### src/rtl/uart_tx_fifo.sv
// Buffered UART transmitter: 2**FIFO_AW-byte FIFO feeding an 8N1 shifter, LSB first, idle-high txd.
// Define UART_TX_PARITY_EN to insert an even-parity bit (8E1, 11-bit frame).
module uart_tx_fifo #(
  parameter int BAUD_DIV = 434,
  parameter int FIFO_AW  = 3
) (
  input  logic               clk,
  input  logic               rst,
  input  logic               wr,
  input  logic [7:0]         wdata,
  input  logic               clr_ovf,
  output logic               full,
  output logic               empty,
  output logic [FIFO_AW:0]   count,
  output logic               busy,
  output logic               ovf,
  output logic               txd
);

  localparam int DEPTH = 1 << FIFO_AW;
  localparam int CW    = (BAUD_DIV > 1) ? $clog2(BAUD_DIV) : 1;
  localparam logic [CW-1:0]    BAUD_LAST = CW'(BAUD_DIV - 1);
  localparam logic [FIFO_AW:0] DEPTH_CNT = (FIFO_AW + 1)'(DEPTH);

  typedef enum logic [2:0] {
    S_IDLE,
    S_START,
    S_DATA,
`ifdef UART_TX_PARITY_EN
    S_PARITY,
`endif
    S_STOP
  } state_t;

  logic [7:0]         mem_q [DEPTH];
  logic [FIFO_AW-1:0] wr_ptr_q, wr_ptr_d;
  logic [FIFO_AW-1:0] rd_ptr_q, rd_ptr_d;
  logic [FIFO_AW:0]   count_q, count_d;
  logic               ovf_q, ovf_d;
  state_t             state_q, state_d;
  logic [CW-1:0]      baud_cnt_q, baud_cnt_d;
  logic [2:0]         bit_idx_q, bit_idx_d;
  logic [7:0]         shift_q, shift_d;
  logic               txd_q, txd_d;
`ifdef UART_TX_PARITY_EN
  logic               parity_q, parity_d;
`endif

  logic push;
  logic pop;
  logic bit_end;

  // Status decodes from the registered count only, so a same-cycle pop never frees a slot.
  assign full  = (count_q == DEPTH_CNT);
  assign empty = (count_q == '0);
  assign count = count_q;
  assign busy  = (state_q != S_IDLE);
  assign ovf   = ovf_q;
  assign txd   = txd_q;

  assign push    = wr && !full;
  assign bit_end = (baud_cnt_q == BAUD_LAST);

  always_comb begin
    wr_ptr_d = wr_ptr_q;
    rd_ptr_d = rd_ptr_q;
    count_d  = count_q;
    ovf_d    = ovf_q;

    if (push) begin
      wr_ptr_d = wr_ptr_q + 1'b1;
    end
    if (pop) begin
      rd_ptr_d = rd_ptr_q + 1'b1;
    end

    case ({push, pop})
      2'b10:   count_d = count_q + 1'b1;
      2'b01:   count_d = count_q - 1'b1;
      default: count_d = count_q;
    endcase

    if (wr && full) begin
      ovf_d = 1'b1;
    end else if (clr_ovf) begin
      ovf_d = 1'b0;
    end
  end

  always_comb begin
    state_d    = state_q;
    pop        = 1'b0;
    baud_cnt_d = bit_end ? '0 : baud_cnt_q + 1'b1;
    bit_idx_d  = bit_idx_q;
    shift_d    = shift_q;
`ifdef UART_TX_PARITY_EN
    parity_d   = parity_q;
`endif

    case (state_q)
      S_IDLE: begin
        baud_cnt_d = '0;
        if (!empty) begin
          pop     = 1'b1;
          state_d = S_START;
        end
      end
      S_START: begin
        if (bit_end) begin
          state_d   = S_DATA;
          bit_idx_d = 3'd0;
        end
      end
      S_DATA: begin
        if (bit_end) begin
          shift_d   = {1'b0, shift_q[7:1]};
          bit_idx_d = bit_idx_q + 3'd1;
          if (bit_idx_q == 3'd7) begin
`ifdef UART_TX_PARITY_EN
            state_d = S_PARITY;
`else
            state_d = S_STOP;
`endif
          end
        end
      end
`ifdef UART_TX_PARITY_EN
      S_PARITY: begin
        if (bit_end) begin
          state_d = S_STOP;
        end
      end
`endif
      S_STOP: begin
        // Chain straight into the next start bit when more data is queued.
        if (bit_end) begin
          if (!empty) begin
            pop     = 1'b1;
            state_d = S_START;
          end else begin
            state_d = S_IDLE;
          end
        end
      end
      default: begin
        state_d = S_IDLE;
      end
    endcase

    if (pop) begin
      shift_d    = mem_q[rd_ptr_q];
      baud_cnt_d = '0;
`ifdef UART_TX_PARITY_EN
      parity_d   = ^mem_q[rd_ptr_q];
`endif
    end
  end

  // txd follows the registered state, so the line lags the state by one cycle.
  always_comb begin
    txd_d = 1'b1;
    case (state_q)
      S_START:  txd_d = 1'b0;
      S_DATA:   txd_d = shift_q[0];
`ifdef UART_TX_PARITY_EN
      S_PARITY: txd_d = parity_q;
`endif
      default:  txd_d = 1'b1;
    endcase
  end

  always_ff @(posedge clk) begin
    if (push) begin
      mem_q[wr_ptr_q] <= wdata;
    end
  end

  always_ff @(posedge clk or posedge rst) begin
    if (rst) begin
      wr_ptr_q   <= '0;
      rd_ptr_q   <= '0;
      count_q    <= '0;
      ovf_q      <= 1'b0;
      state_q    <= S_IDLE;
      baud_cnt_q <= '0;
      bit_idx_q  <= 3'd0;
      shift_q    <= 8'h00;
      txd_q      <= 1'b1;
`ifdef UART_TX_PARITY_EN
      parity_q   <= 1'b0;
`endif
    end else begin
      wr_ptr_q   <= wr_ptr_d;
      rd_ptr_q   <= rd_ptr_d;
      count_q    <= count_d;
      ovf_q      <= ovf_d;
      state_q    <= state_d;
      baud_cnt_q <= baud_cnt_d;
      bit_idx_q  <= bit_idx_d;
      shift_q    <= shift_d;
      txd_q      <= txd_d;
`ifdef UART_TX_PARITY_EN
      parity_q   <= parity_d;
`endif
    end
  end

endmodule

### config.mk
export PLATFORM = sky130hd
export DESIGN_NAME = uart_tx_fifo
export DESIGN_NICKNAME = d
export VERILOG_FILES = /design/src/rtl/uart_tx_fifo.sv
export SDC_FILE = /design/constraint.sdc
export NUM_CORES = 1
export LEC_CHECK = 0
export ABC_CLOCK_PERIOD_IN_PS = 5600
export BUFFER_PORTS_ARGS = -buffer_cell sky130_fd_sc_hd__clkbuf_2
export CORE_ASPECT_RATIO = 1.2
export CORE_MARGIN = 3
export CORE_UTILIZATION = 40
export CTS_BUF_LIST = sky130_fd_sc_hd__clkbuf_8
export CTS_CLUSTER_SIZE = 16
export DETAILED_ROUTE_END_ITERATION = 8
export GPL_TIMING_DRIVEN = 0
export HOLD_SLACK_MARGIN = 0.02
export PLACE_DENSITY = 0.55
export RECOVER_POWER = 100
export SETUP_SLACK_MARGIN = 0.3
export SYNTH_ARGS = -nofsm -noshare
export SYNTH_HDL_FRONTEND = slang
export SYNTH_SLANG_ARGS = --single-unit
### constraint.sdc
create_clock -name clk -period 5.6 [get_ports clk]
set_input_delay 0.28 -clock clk [delete_from_list [all_inputs] [get_ports clk]]
set_output_delay 0.28 -clock clk [all_outputs]
set_load 0.02 [all_outputs]
== Yosys cells after proc, flatten, opt, wreduce, memory -nomap -nowiden ==
Memories as Yosys holds them, arrays and structs flattened.
Index checks and enable logic that the tools add are counted.

* Flip-flop bits (word level): 35
* RAM bits: 64
* Input bits: 12
* Output and inout port bits: 9
* Logic and storage cells: 68
* Memories: 1

{| class="wikitable"
|+ Memories
! name !! depth !! width !! read ports !! clocked after memory_dff !! write ports !! RTL line !! text
|-
| mem_q || 8 || 8 || 1 || 0 || 1 || 35 || <nowiki>logic [7:0] mem_q [DEPTH];</nowiki>
|}

* Add/sub/neg operators: 6
* Equality and inequality tests: 13
* Muxes and demuxes: 25
* Reductions and logical operators: 14

{| class="wikitable"
|+ Operators with widths
! operator !! count
|-
| 9-bit two-way mux || 3
|-
| 8-bit two-way mux || 3
|-
| 3-bit two-way mux || 7
|-
| 3-bit one-hot mux with 4 select lines || 1
|-
| 2-bit != test, second input constant || 5
|-
| 2-bit nonzero test || 5
|-
| 3-bit by 1-bit adder with 3-bit output, second input constant || 3
|-
| 9-bit by 1-bit adder with 9-bit output, second input constant || 1
|-
| 9-bit equality test, second input constant || 1
|-
| 4-bit one-hot mux with 2 select lines || 1
|-
| 1-bit two-way mux || 7
|-
| 3-bit by 2-bit equality test with 1-bit output, second input constant || 2
|-
| 3-bit one-hot mux with 2 select lines || 1
|-
| 5-bit AND reduction || 1
|-
| 4-bit by 1-bit adder with 4-bit output, second input constant || 1
|-
| 4-bit equality test, second input constant || 1
|-
| 4-bit zero test || 1
|-
| 1-bit one-hot mux with 2 select lines || 2
|-
| 4-bit by 1-bit subtractor with 4-bit output, second input constant || 1
|-
| 3-bit by 1-bit equality test with 1-bit output, second input constant || 1
|-
| 3-bit equality test, second input constant || 1
|-
| 3-bit zero test || 1
|-
| 3-bit AND reduction || 1
|-
| 3-bit nonzero test || 1
|-
| other kinds (5) || 6
|}

== Depth between registers and ports, before layout ==
Gate-level depths: netlist of run 1.

* Word-level depth: 6
* Mapped depth: 13
* Depth with buffers taken out: 12

== Least setup slack after synthesis of run 1 ==
No wires, ideal clock.

* Kind: register to register
* Start point: reg count_q[1], in the netlist count[1]
* End point: reg count_q[2], in the netlist count[2]
* Library setup time: 0.139 ns
* Arrival time: 2.542 ns
* Data required time: 5.461 ns
* Path slack: 2.918 ns
* Cell stages (with the launch flop): 12
* Buffers on the path: 1
* Period minus slack after synthesis: 2.682 ns
* Cell sequence: dfrtp_1 buf_2 nor4b_2 nor2b_1 inv_1 ha_1 xor2_1 ha_1 a21oi_1 xor2_1 nor2_1 xor2_1

* Elaborated cells on any way between the ends: 13
* Those cells by class: add/sub (2); eq/ne (3); mux (4); reduce/logical (4)

{| class="wikitable"
|+ RTL lines
! what !! RTL line !! text
|-
| start: declaration || 38 || <nowiki>logic [FIFO_AW:0] count_q, count_d;</nowiki>
|-
| start signal: assignment || 195 || <nowiki>count_q <= count_d;</nowiki>
|-
| 4-bit equality test (*) || 54 || <nowiki>assign full = (count_q == DEPTH_CNT);</nowiki>
|-
| named net full || 12 || <nowiki>output logic full,</nowiki>
|-
| 1-bit zero test (*) || 61 || <nowiki>assign push = wr && !full;</nowiki>
|-
| 1-bit logical AND (*) || 61 ||
|-
| 2-bit by 1-bit equality test with 1-bit output / 2-bit equality test (equally long branches) || 77 || <nowiki>case ({push, pop})</nowiki>
|-
| 4-bit one-hot mux with 2 select lines / 2-bit nonzero test (equally long branches) || -- ||
|}

Mark *: on every way through the listed nets, which the timed path passes. The rest lies on a longest branch.
A chain may end at the register's enable or synchronous reset.

== Worst setup path after layout of run 1 ==
* Start point: reg count_q[1], in the netlist count[1]
* End point: reg count_q[2], in the netlist count[2]

* Cells in the longest elaborated chain, start to end: 6
* Elaborated cells on any way between the ends: 13
* Those cells by class: add/sub (2); eq/ne (3); mux (4); reduce/logical (4)

{| class="wikitable"
|+ RTL lines
! what !! RTL line !! text
|-
| 4-bit zero test || 55 || <nowiki>assign empty = (count_q == '0);</nowiki>
|-
| 1-bit two-way mux || 103, 137 ||
|-
| 1-bit two-way mux || 136 || <nowiki>if (bit_end) begin</nowiki>
|-
| 1-bit one-hot mux with 2 select lines || 100 || <nowiki>case (state_q)</nowiki>
|-
| 2-bit by 1-bit equality test with 1-bit output / 2-bit equality test (equally long branches) || 77 ||
|-
| 4-bit one-hot mux with 2 select lines / 2-bit nonzero test (equally long branches) || -- ||
|}

Parallel ways exist; a longest one is shown, timed or not.

==> summary.txt, run 1 <==
Synth
  • Seq/Total Area, Yosys: 0.655
  • Yosys warns: 0
  • Syn Std Cell Area: 4230 um2
  • Area leader, netlist: edfxtp_1
  • Share of the synthesized area in the top cell type: 0.454
  • Post-synth EDFFs: 64
  • Synth top cells by count: edfxtp_1 (64), dfrtp_1 (33), mux2i_1 (23)
  • Top cells by area, synth: edfxtp_1 (45%), dfrtp_1 (20%), mux4_2 (8.5%)
  • Post-synthesis cell type count: 41
  • Syn nets: 286
  • Synth Register Bits: 98
  • Avg Cell Area, Syn: 16.2 um2
  • Post-synth ARST share: 0.347
  • Count leader, synth: edfxtp_1
  • Most used DFF post-synth: edfxtp_1
  • Post-Syn Instances: 261

Power
  • LEAKAGE: 1.73 nW
  • Worst VDD drop: 186 uV
  • Power per cell area: 497 nW/um2

Clock tree
  • CTS buffer count: 9
  • Max Root-Sink Buffers: 2
  • Post-CTS Setup Inserts: 0
  • Worst-path clk slew: 0.09 ns
  • Skew-Pair Late Insertion Delay: 0.36 ns
  • Hold buffers post-CTS: 0
  • Clk sink count: 98
  • CTS tree: done
  • Post-cts sizing count: 0
  • H-tree levels: 3
  • Root buf cell: clkbuf_8

STA
  • Period Utilization, post-route: 0.622
  • Hold Fails Final Rpt: 0
  • WHS: 0.102 ns
  • Final Max Slew Viols: 0
  • Worst Clk Skew: 0.00929 ns
  • Minimum clock period: 3.48 ns
  • Setup TNS: 0 ns
  • Final setup viols: 0
  • Worst-Margin Slew: 1.44 ns
  • RSZ-0062 raised after global routing: no
  • Relative max-transition margin: 0.0349
  • Max Clk Rate: 0.287 GHz

Critical path
  • Reg2reg path depth: 11
  • CP Launch Type: flop
  • Reg-to-reg startpoint: count[1]
  • Crit path top cell by count: xor2_1
  • Worst r2r dst: count[2]
  • Worst setup path class: reg2reg
  • Critical path startpoint: count[1]
  • Req. time, crit path: 5.85 ns
  • Worst path cell trace: clkbuf_1 -> nor4_1 -> nor3_1 -> clkbuf_1 -> ha_1 -> xor2_1 -> ha_1 -> a21oi_1 -> xor2_1 -> nor2_1 -> xor2_1
  • CP endpoint: count[2]
  • Largest stage delay, worst path: 0.95 ns
  • Crit path DAT: 3.73 ns
  • Crit-path slowest cell: nor4_1
  • Worst reg2reg setup slack: 2.12 ns
  • Crit. End Element: flop
  • Crit-path max FO: 11

Finish
  • Filler cell count: 916
  • Final nets: 317
  • Util after Layout: 0.457
  • Layout cells sized above 1: 0.148
  • Area Growth Syn to Fin: 9.72%
  • Diodes inserted: 0

Floorplanning
  • Die Span Y: 119 um
  • IO Pins: 21
  • Row count: 40
  • Core Region: 10200 um2
  • Initial Utilization: 0.417
  • Die Span X: 99.9 um
  • Full die area: 11900 um2

Global route
  • First-pass GRT wire length: 11.9 mm
  • GRT Residual Overflow: 0
  • Antenna violations before repair: 0
  • Largest net degree at the start of global routing: 35
  • GRT Total Usage: 0.134
  • Vias in the first global route: 2271

Routing
  • DRC viols: 0
  • Drt first-iter violations: 111
  • Via count: 2196
  • Drt via density: 5.19
  • Post-Route WL: 7.20 mm
  • Wire per inst: 17.0 um
  • DR pass1 iterations: 4
  • DRT antenna net count: 0

Run status
  • Status: finished clean

Place
  • Detailed Place HPWL: 4.82 mm
  • Port bufs: 20
  • Final Wtd Congestion: 0.724

Hold path
  • Hold Path Class: in2reg
  • Hold path depth: 2

Run
  • Max-Cap Viols: 0
## where the power goes
group / switching, mW / internal, mW
clock network: 0.240 / 0.251
registers: 0.0975 / 0.946
logic: 0.423 / 0.349
## cells by family after synthesis
kind of cell               Yosys count  synth area share
xor gates and xnor gates            15            0.0328
buffers and inverters               19            0.0225
AOI/OAI and AO/OA                   12            0.0201
adders and majority gates           13            0.0384
DFF                                 98             0.655
and+or+nand+nor                     61            0.0798
muxes                               43             0.151
## critical path, delay by kind of cell (launching register included)
kind | cells | cell delay, ns
flops | 1 | 0.39
buf+inv | 2 | 0.60
compound gates | 1 | 0.15
fa+ha+maj | 2 | 0.60
xor+xnor | 3 | 0.46
simple gates | 3 | 1.17
## layer usage
layer,global-route usage,up-vias,routed length (um)
li1,-,1037,-
met1,0.181,1119,3330
met2,0.208,27,3510
met3,0.0230,13,187
met4,0.0666,0,163
met5,0,-,0
## registers in the layout, summed over array words and instances, names as in the netlist
signal / cells
state_q: 2
rd_ptr_q: 3
mem_q: 64
wr_ptr_q: 3
shift_q: 8
baud_cnt_q: 9
ovf: 1
txd: 1
count: 4
bit_idx_q: 3
## how the worst min path moves through the flow
| stage | start | endpoint | slack (ns) |
|---|---|---|---|
| 4_1_cts | clr_ovf | ovf | 0.08 |
| 5_1_grt | clr_ovf | ovf | 0.1 |
| 3_5_place_dp | clr_ovf | ovf | 0.49 |
| 3_3_place_gp | clr_ovf | ovf | 0.48 |
| 6_report | clr_ovf | ovf | 0.10 |
| 2_1_floorplan | wdata[0] | mem_q[0][0] | 0.38 |
## cell usage in the layout (no fill, tap or decap), drive strengths merged, types with 5 or more instances in the layout
| master | count |
|---|---|
| clkbuf | 35 |
| dfrtp | 33 |
| edfxtp | 64 |
| ha | 13 |
| inv | 9 |
| mux2i | 23 |
| mux4 | 16 |
| nand2 | 13 |
| nor2 | 20 |
| nor3 | 5 |
| xnor2 | 7 |
| xor2 | 8 |
## through the flow
step / power [mW] / std cells / setup WS (ns) / instance area (um2)
2_1_floorplan: 1.68 / 261 / 2.92 / 4230
3_3_place_gp: 1.88 / 407 / 2.92 / 4490
3_5_place_dp: 1.90 / 407 / 2.86 / 4500
4_1_cts: 2.40 / 423 / 2.86 / 4720
5_1_grt: 2.47 / 423 / 1.76 / 4640
6_report: 2.31 / 423 / 2.12 / 4640
## final cells by class
class	count	area, um2	area share
plain buffers	10	50.0	0.0108
well taps	126	158	0.0339
repair buffers	20	78.8	0.0170
clock inverters	7	93.8	0.0202
flip-flops and latches	98	2770	0.597
multi-input cells	144	1330	0.287
inverters	9	33.8	0.00727
clock buffers	9	124	0.0267
Note: power is estimated with default switching activity, not from simulation.
==> run 2: changes to the inputs <==
--- a/config.mk
+++ b/config.mk
@@ -5,7 +5,7 @@
 export SDC_FILE = /design/constraint.sdc
 export NUM_CORES = 1
 export LEC_CHECK = 0
-export ABC_CLOCK_PERIOD_IN_PS = 5600
+export ABC_CLOCK_PERIOD_IN_PS = 3440
 export BUFFER_PORTS_ARGS = -buffer_cell sky130_fd_sc_hd__clkbuf_2
 export CORE_ASPECT_RATIO = 1.2
 export CORE_MARGIN = 3
==> constraint.sdc (replaced) <==
create_clock -name clk -period 3.44 [get_ports clk]
set_input_delay 0.172 -clock clk [delete_from_list [all_inputs] [get_ports clk]]
set_output_delay 0.172 -clock clk [all_outputs]
set_load 0.02 [all_outputs]
==> summary.txt, run 2 (synthesis results as in run 1) <==
Place
  • Placed cells: 407
  • Port bufs: 20
  • Detailed Place HPWL: 4.82 mm
  • Post-Place Worst Slack: 0.702 ns
  • Final Wtd Congestion: 0.724
  • Dpl cell area: 4500 um2

Clock tree
  • Max Root-Sink Buffers: 2
  • Worst-path clk slew: 0.09 ns
  • CTS buffer count: 9
  • Root buf cell: clkbuf_8
  • H-tree levels: 3
  • Clk sink count: 98
  • Skew-Pair Late Insertion Delay: 0.36 ns
  • CTS tree: done

Critical path
  • Worst path bufs/invs: 2
  • Worst r2r dst: count[2]
  • CP endpoint: count[2]
  • Worst setup path class: reg2reg
  • Crit. End Element: flop
  • Crit-path slowest cell: dfrtp_1
  • Reg-to-reg startpoint: baud_cnt_q[1]
  • Largest stage delay, worst path: 0.42 ns
  • CP Depth: 13
  • Crit path DAT: 3.12 ns
  • Critical path startpoint: baud_cnt_q[1]
  • Reg2reg path depth: 13
  • Crit-path leading delay family: simple AND/OR/NAND/NOR gates
  • Worst reg2reg setup slack: 0.56 ns
  • Worst path cell trace: inv_1 -> ha_1 -> and4b_1 -> a31oi_1 -> nor3_1 -> buf_6 -> ha_1 -> xor2_1 -> ha_1 -> a21oi_1 -> xor2_1 -> nor2_1 -> xor2_1
  • Crit-path max FO: 11
  • CP Launch Type: flop
  • Req. time, crit path: 3.69 ns

STA
  • Period Utilization, post-route: 0.837
  • Worst Clk Skew: 0.00974 ns
  • Final Max Slew Viols: 0
  • Setup TNS: 0 ns
  • Hold Fails Final Rpt: 0
  • Relative max-transition margin: 0.0349
  • Final setup viols: 0
  • RSZ-0062 raised after global routing: no
  • Worst-Margin Slew: 1.44 ns
  • Minimum clock period: 2.88 ns
  • Max Clk Rate: 0.348 GHz
  • WHS: 0.161 ns
  • Final worst slack: 0.562 ns

Finish
  • Commonest non-fill, non-tap cell in the layout: edfxtp_1
  • Final nets: 320
  • Largest register FFs: 64
  • Largest registers: mem_q: 64 flops, baud_cnt_q: 9 flops, shift_q: 8 flops
  • Final Instance Area: 4690 um2
  • Area of the multi-input gates: 1340 um2
  • Filler cell count: 911
  • Layout cells sized above 1: 0.147
  • Largest reg by FF count: mem_q
  • Commonest non-fill, non-tap cells in the layout: edfxtp_1 (64), dfrtp_1 (33), clkbuf_1 (23), mux2i_1 (23), nor2_1 (20)
  • Util after Layout: 0.462
  • Diodes inserted: 0
  • Register area: 2770 um2
  • Fin cells: 426
  • Area Growth Syn to Fin: 10.8%

Floorplanning
  • Die Span Y: 119 um
  • Initial Utilization: 0.417
  • IO Pins: 21
  • Core Region: 10200 um2
  • Full die area: 11900 um2
  • Row count: 40
  • Die Span X: 99.9 um

Routing
  • DR pass1 iterations: 4
  • Via count: 2208
  • Post-Route WL: 7.23 mm
  • Drt first-iter violations: 114
  • Wire per inst: 17.0 um
  • Drt via density: 5.18
  • DRT antenna net count: 0
  • DRC viols: 0

Global route
  • Antenna violations before repair: 0
  • GRT Total Usage: 0.135
  • Largest net degree at the start of global routing: 35
  • Vias in the first global route: 2280
  • GRT Residual Overflow: 0
  • First-pass GRT wire length: 11.9 mm

Power
  • Power per cell area: 806 nW/um2
  • Worst VDD drop: 303 uV
  • Tot Pwr: 3.78 mW
  • LEAKAGE: 1.75 nW

Hold path
  • Hold Path Class: in2reg

Run status
  • Status: finished clean

Run
  • Max-Cap Viols: 0
[run 2: cell count changes in the layout (fill, tap and decap cells not counted)]
cell           delta
a31oi_1           +1
a31oi_2           -1
buf_2             -1
buf_6             +1
dlygate4sd3_1     +3
nor4_1            -1
nor4_4            +1
[run 2: how the worst min path moves through the flow]
stage	depth (start not counted)	to	start
2_1_floorplan	0	mem_q[0][0]	wdata[0]
3_3_place_gp	2	ovf	clr_ovf
3_5_place_dp	2	ovf	clr_ovf
4_1_cts	1	mem_q[5][1]	wdata[1]
5_1_grt	1	mem_q[3][4]	wdata[4]
6_report	1	mem_q[1][2]	wdata[2]
[run 2: metal layers]
metal  routed length, um  part of all wire  up-vias  track usage
met2                3550              0.49       25        0.209
met1                3340              0.46     1126        0.182
met5                   0                 0        -            0
met3                 184             0.025       13       0.0230
li1                    -                 -     1044            -
met4                 163             0.023        0       0.0666
[run 2: cell type report]
| type | instances | share of cell area |
|---|---|---|
| clock buffer | 9 | 0.0264 |
| sequential | 98 | 0.592 |
| inverter | 9 | 0.00720 |
| clock inverter | 7 | 0.0200 |
| buffer | 10 | 0.0120 |
| multi-input combinational | 144 | 0.286 |
| timing repair buffer | 23 | 0.0232 |
| tap | 126 | 0.0336 |
[run 2: worst reg2reg max path: stages (launching register included)]
cell and delay (ns):
dfrtp_1 0.42, inv_1 0.07, ha_1 0.13, and4b_1 0.31, a31oi_1 0.16, nor3_1 0.34, buf_6 0.24, ha_1 0.30
xor2_1 0.11, ha_1 0.19, a21oi_1 0.15, xor2_1 0.16, nor2_1 0.06, xor2_1 0.13
[run 2: repair_timing]
item,CTS,global route
hold buffers,2,1
hold endpoints to repair,1,33
endpoints found under the setup margin,0,0
gates resized for setup,0,0
setup buffers,0,0
[run 2: power breakdown]
group          internal [mW]  switching [mW]
Clock                  0.408           0.391
Sequential              1.54           0.168
Combinational          0.582           0.692
Total                   2.53            1.25
==> run 3: changes to the inputs <==
--- a/config.mk
+++ b/config.mk
@@ -5,7 +5,7 @@
 export SDC_FILE = /design/constraint.sdc
 export NUM_CORES = 1
 export LEC_CHECK = 0
-export ABC_CLOCK_PERIOD_IN_PS = 3440
+export ABC_CLOCK_PERIOD_IN_PS = 2600
 export BUFFER_PORTS_ARGS = -buffer_cell sky130_fd_sc_hd__clkbuf_2
 export CORE_ASPECT_RATIO = 1.2
 export CORE_MARGIN = 3
@@ -15,7 +15,7 @@
 export DETAILED_ROUTE_END_ITERATION = 8
 export GPL_TIMING_DRIVEN = 0
 export HOLD_SLACK_MARGIN = 0.02
-export PLACE_DENSITY = 0.55
+export PLACE_DENSITY = 0.57
 export RECOVER_POWER = 100
 export SETUP_SLACK_MARGIN = 0.3
 export SYNTH_ARGS = -nofsm -noshare
==> constraint.sdc (replaced) <==
create_clock -name clk -period 2.6 [get_ports clk]
set_input_delay 0.13 -clock clk [delete_from_list [all_inputs] [get_ports clk]]
set_output_delay 0.13 -clock clk [all_outputs]
set_load 0.02 [all_outputs]
==> summary.txt, run 3 (synthesis results as in run 1) <==
Critical path
  • Crit. End Element: flop
  • Req. time, crit path: 2.85 ns
  • CP Launch Type: flop
  • Crit path DAT: 2.60 ns
  • Worst path cell trace: ha_1 -> and4b_1 -> a31oi_1 -> nor3_4 -> buf_6 -> ha_4 -> xor2_1 -> ha_2 -> a21oi_2 -> xor2_1 -> nor2_1 -> xor2_1
  • Worst setup path class: reg2reg
  • Largest stage delay, worst path: 0.40 ns
  • Crit-path leading delay family: adder cells
  • Reg2reg path depth: 12
  • CP endpoint: count[2]
  • Reg-to-reg startpoint: baud_cnt_q[0]
  • Worst reg2reg setup slack: 0.26 ns
  • CP Depth: 12
  • Crit-path slowest cell: dfrtp_1
  • Critical path startpoint: baud_cnt_q[0]
  • Worst r2r dst: count[2]
  • Worst path bufs/invs: 1
  • Crit path top cell by count: xor2_1
  • Crit-path max FO: 3

Global route
  • GRT Total Usage: 0.139
  • First-pass GRT wire length: 12.4 mm
  • Antenna violations before repair: 0
  • GRT Residual Overflow: 0
  • Vias in the first global route: 2316
  • Largest net degree at the start of global routing: 35

STA
  • Setup TNS: 0 ns
  • Max Clk Rate: 0.426 GHz
  • Relative max-transition margin: 0.127
  • Final Max Slew Viols: 0
  • Worst Clk Skew: 0.0154 ns
  • Final setup viols: 0
  • Minimum clock period: 2.34 ns
  • WHS: 0.111 ns
  • RSZ-0062 raised after global routing: yes
  • Period Utilization, post-route: 0.902
  • Worst-Margin Slew: 1.31 ns
  • Hold Fails Final Rpt: 0

Routing
  • Wire per inst: 17.3 um
  • Drt first-iter violations: 95
  • DR pass1 iterations: 4
  • Drt via density: 5.13
  • DRT antenna net count: 0
  • DRC viols: 0
  • Post-Route WL: 7.62 mm
  • Via count: 2263

Clock tree
  • Max Root-Sink Buffers: 2
  • CTS buffer count: 9
  • H-tree levels: 3
  • Skew-Pair Late Insertion Delay: 0.36 ns
  • Worst-path clk slew: 0.09 ns
  • Root buf cell: clkbuf_8
  • Clk sink count: 98
  • CTS tree: done

Floorplanning
  • Core Region: 10200 um2
  • Row count: 40
  • Full die area: 11900 um2
  • IO Pins: 21
  • Die Span X: 99.9 um
  • Die Span Y: 119 um
  • Initial Utilization: 0.417

Finish
  • Final Instance Area: 4850 um2
  • Largest register FFs: 64
  • Largest reg by FF count: mem_q
  • Commonest non-fill, non-tap cells in the layout: edfxtp_1 (64), dfrtp_1 (30), mux2i_1 (23)
  • Diodes inserted: 0
  • Commonest non-fill, non-tap cell in the layout: edfxtp_1
  • Layout cells sized above 1: 0.235
  • Final nets: 335
  • Fin cells: 441
  • Largest registers: mem_q: 64 flops, baud_cnt_q: 9 flops, shift_q: 8 flops
  • Area Growth Syn to Fin: 14.5%

Place
  • Final Wtd Congestion: 0.796
  • Dpl cell area: 4550 um2
  • Detailed Place HPWL: 5.01 mm
  • Port bufs: 20
  • Placed cells: 408

Power
  • Internal power: 3.38 mW
  • Logic pwr share: 0.370
  • Power per cell area: 1060 nW/um2
  • Switching share of power: 0.341
  • Worst VDD drop: 429 uV
  • Sequential Power Share: 0.443
  • Clk pwr share: 0.187
  • P_sw: 1.75 mW
  • LEAKAGE: 1.84 nW
  • Tot Pwr: 5.13 mW

Run status
  • Status: finished clean

Run
  • Max-Cap Viols: 0

Hold path
  • Hold Path Class: in2reg
-- run 3: cell types whose count changed in the layout (fill, tap and decap cells not counted), moves of 3 or more --
cell	delta
buf_4	+11
clkbuf_2	+5
dfrtp_1	-3
clkbuf_1	-5
dfrtp_2	+3
-- run 3: how the worst min path moves through the flow --
stage,cells after the start,to,start,slack (ns)
CTS,1,mem_q[7][5],wdata[5],0.02
global placement,2,ovf,clr_ovf,0.33
floorplan,0,mem_q[0][0],wdata[0],0.23
detailed placement,2,ovf,clr_ovf,0.33
finish,1,mem_q[3][2],wdata[2],0.11
global route,1,mem_q[7][7],wdata[7],0.1
-- run 3: through the flow --
stage | setup WS [ns] | utilization
global route | 0.0681 | 0.477
CTS | 0.192 | 0.477
detailed placement | 0.0686 | 0.448
floorplan | 0.232 | -
global placement | -0.0707 | 0.447
finish | 0.255 | 0.477
-- run 3: final cells by class --
type	count	area, um2
Fill cell	905	5310
Inverter	9	33.8
Multi-Input combinational cell	144	1400
Clock buffer	9	124
Tap cell	126	158
Clock inverter	7	70.1
Timing Repair Buffer	38	220
Buffer	10	62.6
Sequential cell	98	2780
-- run 3: power by group through the flow --
stage | clock network [mW] | logic, mW | registers, mW
floorplan | 0 | 1.37 | 2.31
global placement | 0 | 1.80 | 2.30
detailed placement | 0 | 1.85 | 2.32
CTS | 0.994 | 1.96 | 2.28
global route | 1.05 | 2.11 | 2.32
finish | 0.957 | 1.90 | 2.27
-- run 3: worst reg2reg max path: cells and delay by family (launching register included) --
| kind | cells | cell delay [ns] |
|---|---|---|
| compound gates | 2 | 0.42 |
| flops | 1 | 0.40 |
| simple gates | 3 | 0.35 |
| xor+xnor | 3 | 0.43 |
| fa+ha+maj | 3 | 0.49 |
| buf+inv | 1 | 0.14 |
-- run 3: repair_timing --
action,in CTS,in global routing
hold endpoints to repair,1,33
setup buffers,9,5
gates resized for setup,4,7
hold buffers,2,1
endpoints found under the setup margin,33,64
pin swaps,7,2
-- run 3: metal layers --
layer	wire, um	track usage	vias up
met5	0	0	-
met4	221	0.0675	0
met3	222	0.0325	11
met2	3800	0.222	28
met1	3380	0.176	1155
li1	-	-	1069
